### config.mk
export PLATFORM = sky130hd
export DESIGN_NAME = c64_dma_responder
export DESIGN_NICKNAME = d
export VERILOG_FILES = /design/src/rtl/c64_dma_pkg.sv /design/src/rtl/c64_dma_responder_phi2_sync.sv /design/src/rtl/c64_dma_responder.sv
export SDC_FILE = /design/constraint.sdc
export NUM_CORES = 1
export LEC_CHECK = 0
export ABC_AREA = 1
export CORE_ASPECT_RATIO = 0.9
export CORE_MARGIN = 2
export CORE_UTILIZATION = 40
export CTS_CLUSTER_DIAMETER = 60
export DETAILED_ROUTE_END_ITERATION = 7
export PLACE_DENSITY = 0.66
export SKIP_LAST_GASP = 1
export SLEW_MARGIN = 0
export SYNTH_ARGS = -nofsm -noshare
export SYNTH_HDL_FRONTEND = slang
export SYNTH_SLANG_ARGS = --single-unit
### constraint.sdc
create_clock -name clk -period 2.85 [get_ports clk]
set_input_delay 0.855 -clock clk [delete_from_list [all_inputs] [get_ports clk]]
set_output_delay 0.855 -clock clk [all_outputs]
set_load 0.005 [all_outputs]
### src/rtl/c64_dma_pkg.sv
// Shared state encodings, C64 R/W polarity and the latched request type
// for the C64-side DMA responder.
package c64_dma_pkg;

   localparam logic [2:0] ST_IDLE   = 3'd0;
   localparam logic [2:0] ST_ARM    = 3'd1;
   localparam logic [2:0] ST_ACCESS = 3'd2;
   localparam logic [2:0] ST_HOLD   = 3'd3;
   localparam logic [2:0] ST_GAP    = 3'd4;

   // Levels of the C64 R/W pin; the request side uses the opposite sense.
   localparam logic RW_READ  = 1'b1;
   localparam logic RW_WRITE = 1'b0;

   typedef struct packed {
      logic       write;
      logic [7:0] data;
   } dma_op_t;

   function automatic logic rw_level(input logic is_write);
      return is_write ? RW_WRITE : RW_READ;
   endfunction

endpackage

### src/rtl/c64_dma_responder_phi2_sync.sv
// Multi-flop synchronizer with single-cycle rise/fall pulses, used for the
// asynchronous C64 PHI2 and BA pins.
module phi2_sync
   import c64_dma_pkg::*;
#(
   parameter int STAGES = 2
) (
   input  logic clk,
   input  logic reset,
   input  logic async_in,
   output logic sync_out,
   output logic rise,
   output logic fall
);

   logic [STAGES-1:0] chain;
   logic              prev;

   always_ff @(posedge clk or posedge reset) begin
      if (reset) begin
         chain <= '0;
         prev  <= 1'b0;
      end else begin
         chain <= {chain[STAGES-2:0], async_in};
         prev  <= chain[STAGES-1];
      end
   end

   assign sync_out = chain[STAGES-1];
   assign rise     = chain[STAGES-1] & ~prev;
   assign fall     = ~chain[STAGES-1] & prev;

endmodule

### src/rtl/c64_dma_responder.sv
// Responder side of the REU toggle handshake: turns each pending request into
// exactly one C64 expansion-port bus cycle under /DMA, then toggles dma_ack.
module c64_dma_responder
   import c64_dma_pkg::*;
#(
   parameter int SAMPLE_DELAY = 6,
   parameter int SYNC_STAGES  = 2
) (
   input  logic        clk,
   input  logic        reset,
   input  logic [15:0] dma_a,
   input  logic [7:0]  dma_d,
   input  logic        dma_rw,
   input  logic        dma_req,
   output logic [7:0]  dma_q,
   output logic        dma_ack,
   input  logic        phi2,
   input  logic        ba,
   output logic        dma_n,
   output logic [15:0] bus_a_out,
   output logic        bus_a_oe,
   output logic        bus_rw_out,
   output logic        bus_rw_oe,
   output logic [7:0]  bus_d_out,
   output logic        bus_d_oe,
   input  logic [7:0]  bus_d_in
);

   localparam logic [3:0] SAMPLE_AT = 4'(SAMPLE_DELAY);

   logic       phi2_s;
   logic       rise;
   logic       fall;
   logic       ba_s;
   logic       ba_rise_unused;
   logic       ba_fall_unused;
   logic [2:0] state;
   logic [3:0] cnt;
   dma_op_t    op;
   logic       pending;
   logic       start_access;

   phi2_sync #(.STAGES(SYNC_STAGES)) u_phi2_sync (
      .clk      (clk),
      .reset    (reset),
      .async_in (phi2),
      .sync_out (phi2_s),
      .rise     (rise),
      .fall     (fall)
   );

   phi2_sync #(.STAGES(SYNC_STAGES)) u_ba_sync (
      .clk      (clk),
      .reset    (reset),
      .async_in (ba),
      .sync_out (ba_s),
      .rise     (ba_rise_unused),
      .fall     (ba_fall_unused)
   );

   assign pending = dma_req ^ dma_ack;

   // A GAP rise with the bus free chains straight into the next access.
   assign start_access = rise & ba_s &
                         ((state == ST_ARM) | ((state == ST_GAP) & pending));

   always_ff @(posedge clk or posedge reset) begin
      if (reset) begin
         state      <= ST_IDLE;
         cnt        <= 4'd0;
         op         <= '0;
         dma_q      <= 8'h00;
         dma_ack    <= 1'b0;
         dma_n      <= 1'b1;
         bus_a_out  <= 16'h0000;
         bus_a_oe   <= 1'b0;
         bus_rw_out <= RW_READ;
         bus_rw_oe  <= 1'b0;
         bus_d_out  <= 8'h00;
         bus_d_oe   <= 1'b0;
      end else if (start_access) begin
         state      <= ST_ACCESS;
         cnt        <= 4'd0;
         op.write   <= dma_rw;
         op.data    <= dma_d;
         bus_a_out  <= dma_a;
         bus_a_oe   <= 1'b1;
         bus_rw_out <= rw_level(dma_rw);
         bus_rw_oe  <= 1'b1;
         bus_d_oe   <= 1'b0;
      end else begin
         case (state)
            ST_IDLE: begin
               if (pending) begin
                  dma_n <= 1'b0;
                  state <= ST_ARM;
               end
            end
            ST_ARM: begin
            end
            ST_ACCESS: begin
               cnt <= cnt + 4'd1;
               // PHI2 ending early still completes the access; writes then never drive data.
               if (fall) begin
                  if (!op.write) begin
                     dma_q <= bus_d_in;
                  end
                  bus_a_oe  <= 1'b0;
                  bus_rw_oe <= 1'b0;
                  bus_d_oe  <= 1'b0;
                  dma_ack   <= ~dma_ack;
                  state     <= ST_GAP;
               end else if (cnt == SAMPLE_AT) begin
                  if (op.write) begin
                     bus_d_out <= op.data;
                     bus_d_oe  <= 1'b1;
                  end else begin
                     dma_q <= bus_d_in;
                  end
                  state <= ST_HOLD;
               end
            end
            ST_HOLD: begin
               if (fall) begin
                  bus_a_oe  <= 1'b0;
                  bus_rw_oe <= 1'b0;
                  bus_d_oe  <= 1'b0;
                  dma_ack   <= ~dma_ack;
                  state     <= ST_GAP;
               end
            end
            ST_GAP: begin
               if (rise) begin
                  if (pending) begin
                     state <= ST_ARM;
                  end else begin
                     dma_n <= 1'b1;
                     state <= ST_IDLE;
                  end
               end
            end
            default: begin
               state <= ST_IDLE;
            end
         endcase
      end
   end

endmodule

==> results_dict.tcl <==
set metrics [dict create \
    top_usage_layer "met1" \
    cts_tree "done" \
    mostFrequentLayoutCells "nand2_1 (90), clkdlybuf4s50_1 (75), dfrtp_1 (56), inv_1 (20), nand3_1 (14)" \
    syn_to_final_growth_pct 39.4 \
    wl_per_cell_um 11.6 \
    fmax_mhz 453 \
    max-cap-violations 0 \
    cp_cell_sequence "clkdlybuf4s50_1" \
    setup_viol 0 \
    cp.arrival_ns 1.35 \
    p_int_w 0.00218 \
    swShare_pct 30.2 \
    post_cts_hold_buffer_count 0 \
    yosys_register_bits 58 \
    finalNonFillerCells 405 \
    fillers 528 \
    cp_max_fo 2 \
    yosysSeqAreaShare_pct 59.0 \
    tightest_slew_ns 0.527 \
    skew_ns 0.0133 \
    synth_area_um2 2460 \
    yosys_warnings 0 \
    postSynthAreaPerCell_um2 9.89 \
    antenna_found_initial 0 \
    start_kind "flop" \
    post-cts-setup-buffer-count 0 \
    core_area_um2 6050 \
    grt_setup_unrepaired "no" \
    seqPwrFrac_pct 42.0 \
    synth.net_count 289 \
    die_w_um 86.7 \
    rr_worst_depth 9 \
    slowest_stage "dfstp_2" \
    wl_mm 4.69 \
    cp_top_family "flip-flops" \
    grt-ovfl-total 0 \
    rows 27 \
    slew_viol_final 0 \
    post-route-drc-count 0 \
    initial_core_util_pct 40.7 \
    clock_path_buffers 2 \
    cts_root_buffer "clkbuf_8" \
    synth_cells 249 \
    critPathMaxStageDelay_ns 0.53 \
    drive_gt1_share_pct 10.8 \
    via_per_inst 4.52 \
    hold_path.class "reg -> reg" \
    die_area_um2 6800 \
    dp_hpwl_mm 3.29 \
    grtUsageMet1_pct 22.2 \
    outcome "finished, final reports clean" \
    power.switching_w 0.000941 \
    critPathKind "reg -> out" \
    cts.sinks 58 \
    clk_pin_slew_worst_paths_ns 0.06 \
    relSlewSlack_pct 64.8 \
    nNetsFinal 368 \
    clk_latency_ns 0.33 \
    grt_pass1_vias 1709 \
    portBuffers 75 \
    fin_crit_sh_pct 77.5 \
    grt_max_degree 36 \
    power_frac_clock_pct 22.7 \
    grt_use_met3_pct 6.20 \
    vdd_ir_drop_max_v 0.000490 \
    track_usage_pct 15.4 \
    cp-end-kind "output port" \
    pwr_density_cell_nw_per_um2 908 \
    antenna_left 0 \
    rrSetupSlack_ns 1.19 \
    num_vias 1829 \
    grt_pass1_wl_mm 8.01 \
    layout_commonest_cell "nand2_1" \
    crit_buf_inv 1 \
    required_ns 2.00 \
    place.gp.congestion 0.771 \
    die_y_um 78.5 \
    synth.distinct_cells 26 \
    placed_cells 389 \
    p_comb_share_pct 35.3 \
    cts_buffers 9 \
    r2r_end "op[3]$_DFFE_PP0P_" \
    hold_violations 0 \
    ios 76 \
    first_iter_violations 100 \
    hold_end "u_phi2_sync.chain[1]$_DFF_PP0_" \
    postCtsResizedCells 0 \
    grt_util_met2_pct 20.7 \
    min_period_ns 2.21 \
    min_path_cells 0 \
    worstHoldStart "u_phi2_sync.chain[0]$_DFF_PP0_" \
    drt_first_pass_iters 4 \
    r2r-start "dma_ack$_DFFE_PP0P_" \
    diodes 0 \
    tns_ns 0 \
    cts-htree-levels 3 \
    p_leak_nw 1.68 \
]
==> power by group through the flow <==
stage               clock [W]  sequential [W]  combinational, W
floorplan                   0         0.00131          0.000565
global placement            0         0.00132           0.00109
detailed placement          0         0.00132           0.00111
CTS                  0.000729         0.00131           0.00111
global route         0.000776         0.00135           0.00123
finish               0.000709         0.00131           0.00110
==> worst max-delay path by stage <==
stage | from | endpoint | slack (ns) | cells past startpoint
after floorplan | reset | bus_a_out[0]$_DFFE_PP0P_ | 0.57 | 1
after global placement | dma_req | op[8]$_DFFE_PP0P_ | 0.38 | 9
after detailed placement | dma_req | op[8]$_DFFE_PP0P_ | 0.31 | 9
after CTS | bus_rw_out$_DFFE_PP1P_ | bus_rw_out | 0.61 | 1
after global routing | dma_req | op[7]$_DFFE_PP0P_ | 0.51 | 9
final | bus_rw_out$_DFFE_PP1P_ | bus_rw_out | 0.64 | 1
==> logic make-up after synthesis <==
logic type / share of synthesized area, %
muxes: 4.88
adders and majority gates: 1.02
DFF: 59.0
xor gates and xnor gates: 1.07
and+or+nand+nor: 21.2
AOI/OAI and AO/OA: 5.84
buffers and inverters: 7.01
==> layout make-up <==
cell class | count | area [µm²] | share of cell area (%)
Timing Repair Buffer | 76 | 771 | 22.4
Inverter | 25 | 96.3 | 2.81
Clock inverter | 6 | 57.6 | 1.68
Multi-Input combinational cell | 158 | 837 | 24.4
Sequential cell | 58 | 1450 | 42.3
Tap cell | 72 | 90.1 | 2.62
Clock buffer | 10 | 128 | 3.72
==> stage by stage <==
stage	power (W)	area, µm²	worst slack, ns	utilization (%)	hold WS, ns
after floorplan	0.00188	2460	0.570	-	0.331
after global placement	0.00241	3250	0.379	53.7	0.335
after detailed placement	0.00243	3250	0.313	53.7	0.336
after CTS	0.00316	3430	0.614	56.8	0.349
after global routing	0.00336	3430	0.511	56.8	0.358
final	0.00312	3430	0.641	56.8	0.346
==> state kept, by name, summed over array words and instances, names as in the netlist <==
register / flops
bus_a_out: 16
op: 9
bus_d_out: 8
dma_q: 8
cnt: 4
state: 3
u_ba_sync.chain: 2
u_phi2_sync.chain: 2
bus_d_oe: 1
bus_rw_oe: 1
bus_rw_out: 1
dma_ack: 1
dma_n: 1
u_phi2_sync.prev: 1
==> layer usage <==
layer,share of wire (%),wire (µm),vias up
li1,-,-,939
met1,48,2250,829
met5,0,0,-
met4,1.6,75,0
met2,43,2040,56
met3,6.8,320,5
==> Yosys cell counts <==
| master | number | area share (%) |
|---|---|---|
| nor2_1 | 8 | 1.2 |
| mux2_4 | 8 | 4.9 |
| inv_1 | 21 | 3.2 |
| xnor2_1 | 1 | 0.36 |
| dfrtp_1 | 56 | 57 |
| dfstp_2 | 2 | 2.1 |
| buf_4 | 2 | 0.61 |
| o21ai_1 | 11 | 2.2 |
| o211ai_1 | 2 | 0.61 |
| xor2_1 | 2 | 0.71 |
| ha_1 | 2 | 1.0 |
| nand3_2 | 1 | 0.41 |
| o21ai_0 | 9 | 1.8 |
| nand3_4 | 1 | 0.71 |
| o21a_1 | 2 | 0.61 |
| nand4_4 | 1 | 0.86 |
| nand2_1 | 90 | 14 |
| inv_2 | 3 | 0.46 |
| buf_6 | 5 | 2.3 |
| nand3_1 | 14 | 2.8 |
| a21oi_1 | 1 | 0.20 |
| nand2_4 | 2 | 0.91 |
| o41ai_1 | 1 | 0.36 |
| or2_1 | 2 | 0.51 |
| buf_2 | 1 | 0.20 |
| inv_4 | 1 | 0.25 |
Note: power is estimated with default switching activity, not from simulation.
